[config.mk]
export PLATFORM = sky130hd
export DESIGN_NAME = keypad_emulator_flat
export DESIGN_NICKNAME = d
export VERILOG_FILES = /design/src/rtl/keypad_pkg.sv /design/src/rtl/keypad_emulator_if.sv /design/src/rtl/keypad_emulator_bounce_gen.sv /design/src/rtl/keypad_emulator.sv /design/src/flat_wrapper.sv
export SDC_FILE = /design/constraint.sdc
export NUM_CORES = 1
export LEC_CHECK = 0
export CAP_MARGIN = 10
export CORE_MARGIN = 2
export CORE_UTILIZATION = 25
export DETAILED_ROUTE_END_ITERATION = 10
export PLACE_DENSITY = 0.38
export SETUP_SLACK_MARGIN = 0.2
export SKIP_LAST_GASP = 1
export SLEW_MARGIN = 20
export SYNTH_ARGS = -nofsm -noshare
export SYNTH_HDL_FRONTEND = slang
export SYNTH_SLANG_ARGS = --single-unit
[constraint.sdc]
create_clock -name CLK -period 7.6 [get_ports CLK]
set_input_delay 1.52 -clock CLK [delete_from_list [all_inputs] [get_ports CLK]]
set_output_delay 1.52 -clock CLK [all_outputs]
set_load 0.01 [all_outputs]
[src/rtl/keypad_pkg.sv]
// keypad_pkg: key map and state encoding shared by the keypad emulator and the keypad scanner.
package keypad_pkg;

    typedef enum logic [2:0] {
        IDLE       = 3'd0,
        BOUNCE_IN  = 3'd1,
        HELD       = 3'd2,
        BOUNCE_OUT = 3'd3,
        GAP        = 3'd4
    } state_t;

    localparam logic [3:0] KEY_STAR = 4'd10;
    localparam logic [3:0] KEY_HASH = 4'd11;

    typedef struct packed {
        logic       none;
        logic [1:0] row;
        logic [1:0] col;
    } key_pos_t;

    // Digits 1-9 fill rows 0-2 left to right; the bottom row is * 0 #.
    function automatic key_pos_t key_map(input logic [3:0] code);
        key_pos_t p;
        logic [3:0] k;
        p = '0;
        k = code - 4'd1;
        if (code != 4'd0 && code < KEY_STAR) begin
            p.row = 2'(k / 4'd3);
            p.col = 2'(k % 4'd3);
        end else if (code == 4'd0) begin
            p.row = 2'd3;
            p.col = 2'd1;
        end else if (code == KEY_STAR) begin
            p.row = 2'd3;
            p.col = 2'd0;
        end else if (code == KEY_HASH) begin
            p.row = 2'd3;
            p.col = 2'd2;
        end else begin
            p.none = 1'b1;
        end
        return p;
    endfunction

endpackage

[src/rtl/keypad_emulator_if.sv]
// keypad_emulator_if: valid/ready key-press request port with sequence status.
interface keypad_emulator_if;
    logic       key_valid;
    logic [3:0] key_code;
    logic       key_ready;
    logic       busy;
    logic       done;

    modport master (output key_valid, key_code, input key_ready, busy, done);
    modport slave  (input key_valid, key_code, output key_ready, busy, done);
endinterface

[src/rtl/keypad_emulator_bounce_gen.sv]
// bounce_gen: contact chatter source, toggles every PERIOD cycles from start_level over a WIN-cycle window.
module bounce_gen #(
    parameter int unsigned WIN    = 64,
    parameter int unsigned PERIOD = 8
) (
    input  logic CLK,
    input  logic RST,
    input  logic start,
    input  logic start_level,
    output logic level,
    output logic last
);
    localparam logic [31:0] WIN_M1 = WIN - 1;
    localparam logic [31:0] PER_M1 = PERIOD - 1;

    logic [31:0] ph;
    logic [31:0] wc;

    assign last = wc == 32'd0;

    always_ff @(posedge CLK or posedge RST) begin
        if (RST) begin
            level <= 1'b0;
            ph    <= '0;
            wc    <= '0;
        end else if (start) begin
            level <= start_level;
            ph    <= PER_M1;
            wc    <= WIN_M1;
        end else begin
            wc    <= wc - 32'(wc != 32'd0);
            level <= (ph == 32'd0) ? ~level : level;
            ph    <= (ph == 32'd0) ? PER_M1 : ph - 32'd1;
        end
    end
endmodule

[src/rtl/keypad_emulator.sv]
// keypad_emulator: stands in for a 3x4 matrix keypad, pressing scripted keys with contact bounce.
module keypad_emulator
    import keypad_pkg::*;
#(
    parameter int unsigned HOLD_CYCLES   = 1000,
    parameter int unsigned GAP_CYCLES    = 1000,
    parameter int unsigned BOUNCE_CYCLES = 64,
    parameter int unsigned BOUNCE_PERIOD = 8
) (
    input  logic CLK,
    input  logic RST,
    keypad_emulator_if.slave req,
    input  logic B,
    input  logic G,
    input  logic F,
    input  logic D,
    output logic C,
    output logic A,
    output logic E
);
    localparam bit          NB      = BOUNCE_CYCLES == 0;
    localparam logic [31:0] HOLD_M1 = HOLD_CYCLES - 1;
    localparam logic [31:0] GAP_M1  = GAP_CYCLES - 1;

    state_t      state;
    logic [31:0] cnt;
    key_pos_t    key;
    logic        done;
    logic        accept;
    logic        contact;
    logic        hit;
    logic        bg_start;
    logic        bg_level;
    logic        bg_last;
    logic [3:0]  rows;

    assign req.key_ready = state == IDLE;
    assign req.busy      = state != IDLE;
    assign req.done      = done;
    assign accept        = req.key_valid && req.key_ready;
    assign bg_start      = !NB && (accept || (state == HELD && cnt == 32'd0));

    bounce_gen #(.WIN(BOUNCE_CYCLES), .PERIOD(BOUNCE_PERIOD)) u_bounce (
        .CLK(CLK),
        .RST(RST),
        .start(bg_start),
        .start_level(state == IDLE),
        .level(bg_level),
        .last(bg_last)
    );

    // The switch itself: rows pass straight through to the selected column while closed.
    assign contact = (state == HELD) || ((state == BOUNCE_IN || state == BOUNCE_OUT) && bg_level);
    assign rows    = {D, F, G, B};
    assign hit     = contact && !key.none && rows[key.row];
    assign C       = hit && key.col == 2'd0;
    assign A       = hit && key.col == 2'd1;
    assign E       = hit && key.col == 2'd2;

    always_ff @(posedge CLK or posedge RST) begin
        if (RST) begin
            state <= IDLE;
            cnt   <= '0;
            key   <= '0;
            done  <= 1'b0;
        end else begin
            done <= state == GAP && cnt == 32'd0;
            case (state)
                IDLE: if (accept) begin
                    key   <= key_map(req.key_code);
                    state <= NB ? HELD : BOUNCE_IN;
                    cnt   <= HOLD_M1;
                end
                BOUNCE_IN: if (bg_last) begin
                    state <= HELD;
                    cnt   <= HOLD_M1;
                end
                HELD: begin
                    state <= (cnt == 32'd0) ? (NB ? GAP : BOUNCE_OUT) : HELD;
                    cnt   <= (cnt == 32'd0) ? GAP_M1 : cnt - 32'd1;
                end
                BOUNCE_OUT: if (bg_last) begin
                    state <= GAP;
                    cnt   <= GAP_M1;
                end
                GAP: begin
                    state <= (cnt == 32'd0) ? IDLE : GAP;
                    cnt   <= cnt - 32'(cnt != 32'd0);
                end
                default: state <= IDLE;
            endcase
        end
    end
endmodule

[src/flat_wrapper.sv]
// flat-port wrapper written by rule: the top's interface ports become plain ports
module keypad_emulator_flat import keypad_pkg::*;
#(
    parameter int unsigned HOLD_CYCLES   = 1000,
    parameter int unsigned GAP_CYCLES    = 1000,
    parameter int unsigned BOUNCE_CYCLES = 64,
    parameter int unsigned BOUNCE_PERIOD = 8
)
  (CLK, RST, B, G, F, D, C, A, E, req_key_valid, req_key_code, req_key_ready, req_busy, req_done);
  keypad_emulator_if req_i ();
  input  logic CLK;
  input  logic RST;
  input  logic B;
  input  logic G;
  input  logic F;
  input  logic D;
  output logic C;
  output logic A;
  output logic E;
  input wire logic [$bits(req_i.key_valid)-1:0] req_key_valid;
  input wire logic [$bits(req_i.key_code)-1:0] req_key_code;
  output wire logic [$bits(req_i.key_ready)-1:0] req_key_ready;
  output wire logic [$bits(req_i.busy)-1:0] req_busy;
  output wire logic [$bits(req_i.done)-1:0] req_done;
  assign req_i.key_valid = req_key_valid;
  assign req_i.key_code = req_key_code;
  assign req_key_ready = req_i.key_ready;
  assign req_busy = req_i.busy;
  assign req_done = req_i.done;
  keypad_emulator #(.HOLD_CYCLES(HOLD_CYCLES), .GAP_CYCLES(GAP_CYCLES), .BOUNCE_CYCLES(BOUNCE_CYCLES), .BOUNCE_PERIOD(BOUNCE_PERIOD)) u_core (.CLK(CLK), .RST(RST), .req(req_i), .B(B), .G(G), .F(F), .D(D), .C(C), .A(A), .E(E));
endmodule
==> results of run 1 <==
## worst max-delay path by stage
stage | startpoint | slack, ns | endpoint | depth (start not counted)
global placement | req_key_code[0] | 2.89 | u_core.key[1] | 13
detailed placement | req_key_code[0] | 2.74 | u_core.key[1] | 13
global route | req_key_code[1] | 2.81 | u_core.key[1] | 13
finish | B | 3.04 | E | 5
floorplan | RST | 3.29 | u_core.cnt[0] | 1
CTS | G | 3.02 | E | 5
## per-stage QoR
| step | cells | utilization [%] | instance area (um2) | hold slack [ns] | setup slack (ns) |
|---|---|---|---|---|---|
| 6_report | 988 | 29.0 | 6840 | 0.462 | 3.04 |
| 5_1_grt | 988 | 29.0 | 6840 | 0.476 | 2.81 |
| 4_1_cts | 988 | 29.0 | 6830 | 0.466 | 3.02 |
| 3_5_place_dp | 972 | 27.7 | 6510 | 0.455 | 2.74 |
| 3_3_place_gp | 972 | 27.7 | 6510 | 0.454 | 2.89 |
| 2_1_floorplan | 651 | - | 6000 | 0.427 | 3.29 |
## cell usage in the layout (no fill, tap or decap), drive strengths merged, types with 8 or more instances in the layout
cell	instances
a21oi	28
a31oi	8
clkbuf	9
clkdlybuf4s50	16
dfrtp	106
ha	15
inv	30
nand2	54
nand2b	8
nand3	11
nor2	96
nor3	32
nor4	28
o21ai	30
o31ai	8
or3	12
or4	20
xnor2	39
xor2	20
## flip-flops by register name, summed over array words and instances, names as in the netlist
name	flops
u_core.cnt	32
u_core.key	5
u_core.req.done	1
u_core.state	3
u_core.u_bounce.level	1
u_core.u_bounce.ph	32
u_core.u_bounce.wc	32
## cell families (layout without fill, tap and decap cells)
family          Yosys count  count (layout)  share of synthesized area, %
buf+inv                  43              61                          2.82
xor+xnor                 59              59                          8.62
mux                       5               5                          1.04
fa+ha+maj                15              15                          3.13
compound gates          119             119                          13.4
simple gates            304             304                          26.7
flops                   106             106                          44.2
## where the power goes
group | leakage, uW | internal (uW) | switching, uW
clock | 0.000154 | 267 | 241
combinational | 0.00141 | 14.0 | 24.3
sequential | 0.00135 | 563 | 0
## routing by layer
layer | global-route usage (%) | up-vias
met5 | 0 | -
met4 | 3.10 | 0
met3 | 2.85 | 14
met2 | 20.4 | 56
met1 | 16.2 | 2395
li1 | - | 2372
## area by class of cell
cell class	count	area, um2
clock buffer	9	225
inverter	25	96.3
tap	319	399
multi-input combinational	502	3180
clock inverter	7	91.3
sequential	106	2650
timing repair buffer	20	190
fill	2558	16700
==> results_dict.tcl, run 1 <==
set metrics [dict create \
    fin_setup_tns_ns 0 \
    yosys.area.top_type_share_pct 44.2 \
    fmax_mhz 219 \
    dr_wl_met3_um 409 \
    cts_tree "built" \
    cts_setup_buffers 0 \
    place_congestion 0.788 \
    drive_above_1_share_pct 6.73 \
    worstReg2RegStart "u_core.cnt[8]" \
    dr.pass1.iters 5 \
    insertion_delay_ns 0.36 \
    required_ns 6.08 \
    core-area_um2 23500 \
    clk_transition_reported_paths_ns 0.08 \
    netlist_top_cells_count "dfrtp_1, nor2_1, nand2_1" \
    met2_length_um 7060 \
    synth_cell_types 64 \
    worstHoldPathType "flop to flop" \
    p_total_uw 1110 \
    path_cells "clkdlybuf4s50_1 -> mux4_2 -> nand2_1 -> nor3b_1 -> clkdlybuf4s50_1" \
    dp_hpwl_um 10300 \
    syn_inst 651 \
    cp-start-kind "input port" \
    grt_max_degree 58 \
    yosysSeqAreaShare_pct 44.2 \
    status "finished, final reports clean" \
    worstPathMaxFanout 3 \
    drtAntennaViolNets 0 \
    r2r_setup_slack_ns 3.24 \
    ir_worst_vdd_mv 0.0939 \
    met1_length_um 7280 \
    htree_num_levels 3 \
    die_w_um 159 \
    wirelength_um 14900 \
    synth.net_count 677 \
    initial_core_util_pct 25.5 \
    overflow 0 \
    setup_viol 0 \
    synth-warning-count 0 \
    area_delta_synth_final_pct 14.0 \
    grt_pass1_wl_um 25500 \
    critPathBufInv 2 \
    grtUsageTotal_pct 12.3 \
    min_period_over_period_pct 60.1 \
    relSlewSlack_pct 34.3 \
    io_pins 17 \
    ys_ff_latch 106 \
    p_leak_uw 0.00292 \
    hold_viol 0 \
    nNetsFinal 690 \
    cpMostUsedCell "clkdlybuf4s50_1" \
    port_buffers 16 \
    clock-sinks 106 \
    top_layer_used "met4" \
    n_antenna_cell 0 \
    syn_area_per_cell_um2 9.21 \
    path_delay_family "buffers and inverters" \
    wire_per_inst_um 15.1 \
    synth_area_leaders "dfrtp_1, nor2_1, xnor2_1, nand2_1, ha_1" \
    slowest_stage "clkdlybuf4s50_1" \
    vias 4837 \
    synth-edff-count 0 \
    finalCriticalPeriod_ns 4.56 \
    clock_path_buffers 2 \
    synth_ff_type "dfrtp_1" \
    grt_pass1_vias 4935 \
    dieArea_um2 25200 \
    p_per_area_nw_per_um2 162 \
    holdPathEnd "u_core.u_bounce.ph[0]" \
    cts_root_buffer "clkbuf_16" \
    antenna_found_initial 0 \
    hold_path_depth 1 \
    cts_resized 0 \
    finalMaxSlewViolations 0 \
    drt_iter0_markers 377 \
    cts_buffers 9 \
    fp.dieH_um 159 \
    worst-slew-pin-transition_ns 0.983 \
    crit_arrival_ns 3.04 \
    holdCritStartpoint "u_core.u_bounce.ph[0]" \
    max_stage_delay_ns 0.57 \
    drc 0 \
    syn-cell-area_um2 6000 \
    synth_most_common_cell "dfrtp_1" \
    r2r_end "u_core.cnt[12]" \
    synth_largest_area_cell "dfrtp_1" \
    path_class "input port to output pin" \
    synthArstFlopShare_pct 100 \
    rsz0062_at_grt "no" \
    worst_r2r_path_depth 11 \
    postCtsHoldBufs 0 \
    maxCapViolations 0 \
    fin_worst_skew_ns 0.00982 \
    rows 56 \
    viasPerCell 4.90 \
    endpoint_kind "output pin" \
]
Note: power is estimated with default switching activity, not from simulation.
==> inputs of run 2 (changes only) <==
--- a/config.mk
+++ b/config.mk
@@ -9,7 +9,7 @@
 export CORE_MARGIN = 2
 export CORE_UTILIZATION = 25
 export DETAILED_ROUTE_END_ITERATION = 10
-export PLACE_DENSITY = 0.38
+export PLACE_DENSITY = 0.39
 export SETUP_SLACK_MARGIN = 0.2
 export SKIP_LAST_GASP = 1
 export SLEW_MARGIN = 20
==> constraint.sdc (replaced) <==
create_clock -name CLK -period 4.15 [get_ports CLK]
set_input_delay 0.83 -clock CLK [delete_from_list [all_inputs] [get_ports CLK]]
set_output_delay 0.83 -clock CLK [all_outputs]
set_load 0.01 [all_outputs]
==> run 2 against run 1 <==
Cell area increased by 1.6%. Non-clock buffer count increased by 11. Sequential cell count unchanged. Die area unchanged. Critical path depth increased by 8. Worst hold slack improved by 0.0016 ns. Final cell count increased by 1.1%. Utilization increased by 0.48 points. Critical path type is now input port to flop. Highest routed layer unchanged.
==> results_dict.tcl, run 2 (synthesis results as in run 1) <==
set metrics [dict create \
    status "finished, final reports clean" \
    cts_buffers 9 \
    clock_path_buffers 2 \
    n_antenna_cell 0 \
    required_ns 4.37 \
    path_cells "clkdlybuf4s50_1 -> inv_1 -> ha_1 -> nor2b_1 -> a31oi_1 -> inv_1 -> ha_1 -> inv_1 -> ha_1 -> or4b_2 -> a31oi_2 -> mux2i_1 -> o21ai_0" \
    ff_latch_area_um2 2650 \
    grtUsageTotal_pct 12.3 \
    fmax_mhz 273 \
    postCtsHoldBufs 0 \
    final_common_cell "dfrtp_1" \
    finalCriticalPeriod_ns 3.67 \
    cts_tree "built" \
    fin_worst_skew_ns 0.00748 \
    r2r_setup_slack_ns 0.66 \
    grt_pass1_wl_um 25500 \
    clock-sinks 106 \
    ir_worst_vdd_mv 0.170 \
    worstHoldPathType "flop to flop" \
    io_pins 17 \
    final_cells 999 \
    holdCritStartpoint "u_core.u_bounce.ph[0]" \
    drc 0 \
    p_leak_uw 0.00298 \
    rsz0062_at_grt "no" \
    htree_num_levels 3 \
    cts_root_buffer "clkbuf_16" \
    finalMaxSlewViolations 0 \
    worst-slew-pin-transition_ns 0.714 \
    clk_transition_reported_paths_ns 0.07 \
    drtAntennaViolNets 0 \
    relSlewSlack_pct 52.0 \
    num-fill-cells 2510 \
    worstReg2RegStart "u_core.cnt[17]" \
    wirelength_um 14800 \
    dp_hpwl_um 10200 \
    maxCapViolations 0 \
    dp_cells 983 \
    r2r_end "u_core.cnt[12]" \
    p_total_uw 2090 \
    holdPathEnd "u_core.u_bounce.ph[0]" \
    vias 4910 \
    nNetsFinal 701 \
    worstPathMaxFanout 7 \
    hold_path_depth 1 \
    endpoint_kind "flop" \
    top_regs "u_core.cnt (32), u_core.u_bounce.ph (32), u_core.u_bounce.wc (32)" \
    cts_resized 0 \
    dr.pass1.iters 5 \
    p_per_area_nw_per_um2 300 \
    max_stage_delay_ns 0.60 \
    initial_core_util_pct 25.5 \
    path_class "input port to flop" \
    core-area_um2 23500 \
    port_buffers 16 \
    cp-start-kind "input port" \
    fin_setup_tns_ns 0 \
    rows 56 \
    drt_iter0_markers 241 \
    grt_max_degree 107 \
    grt_pass1_vias 4953 \
    place_congestion 0.850 \
    overflow 0 \
    dieArea_um2 25200 \
    insertion_delay_ns 0.35 \
    die_w_um 159 \
    multiInputGateArea_um2 3180 \
    min_period_over_period_pct 88.4 \
    viasPerCell 4.91 \
    hold_viol 0 \
    wire_per_inst_um 14.8 \
    crit_arrival_ns 3.89 \
    slowest_stage "clkdlybuf4s50_1" \
    antenna_found_initial 0 \
    worst_r2r_path_depth 11 \
    fp.dieH_um 159 \
    final_cell_mix "dfrtp_1, nor2_1, nand2_1" \
    drive_above_1_share_pct 8.09 \
    setup_viol 0 \
    cts_setup_buffers 0 \
    area_delta_synth_final_pct 15.9 \
]
-- run 2: area by class of cell --
cell class / count / area share, %
well taps: 319 / 5.74
flip-flops and latches: 106 / 38.2
multi-input cells: 502 / 45.8
clock inverters: 5 / 1.48
repair buffers: 31 / 4.11
inverters: 25 / 1.39
clock buffers: 11 / 3.35
-- run 2: worst max path at each step --
stage	startpoint	endpoint	slack, ns	depth (start not counted)
finish	req_key_code[1]	u_core.key[1]	0.48	13
global route	req_key_code[1]	u_core.key[1]	0.24	13
CTS	req_key_code[1]	u_core.key[1]	0.42	13
detailed placement	req_key_code[1]	u_core.key[1]	0.05	13
global placement	req_key_code[1]	u_core.key[1]	0.18	13
floorplan	RST	u_core.cnt[0]	0.53	1
-- run 2: power breakdown --
group	leakage, uW	internal [uW]	switching, uW
sequential	0.00135	1030	0
clock	0.000160	590	390
combinational	0.00147	28.8	45.2
total	0.00298	1650	435
-- run 2: per-stage QoR --
stage / area (um2) / hold WS [ns] / util, % / worst slack (ns)
5_1_grt: 6950 / 0.490 / 29.5 / 0.244
3_3_place_gp: 6610 / 0.448 / 28.1 / 0.178
2_1_floorplan: 6000 / 0.427 / - / 0.531
4_1_cts: 6940 / 0.473 / 29.5 / 0.422
3_5_place_dp: 6610 / 0.464 / 28.1 / 0.0485
6_report: 6950 / 0.464 / 29.5 / 0.481
-- run 2: worst max-delay path, delay by kind of cell --
| kind | cells | cell delay (ns) |
|---|---|---|
| AO/OA/AOI/OAI | 3 | 0.70 |
| multiplexers | 1 | 0.21 |
| buffers and inverters | 4 | 0.86 |
| adder cells (fa/ha/maj) | 3 | 0.54 |
| AND/OR/NAND/NOR | 2 | 0.75 |
-- run 2: per-layer routing --
layer	global-route usage (%)	vias up	share of wire (%)
met4	3.51	0	1.2
met5	0	-	0
li1	-	2397	-
met2	20.6	91	48
met1	16.0	2408	47
met3	2.59	14	3.6
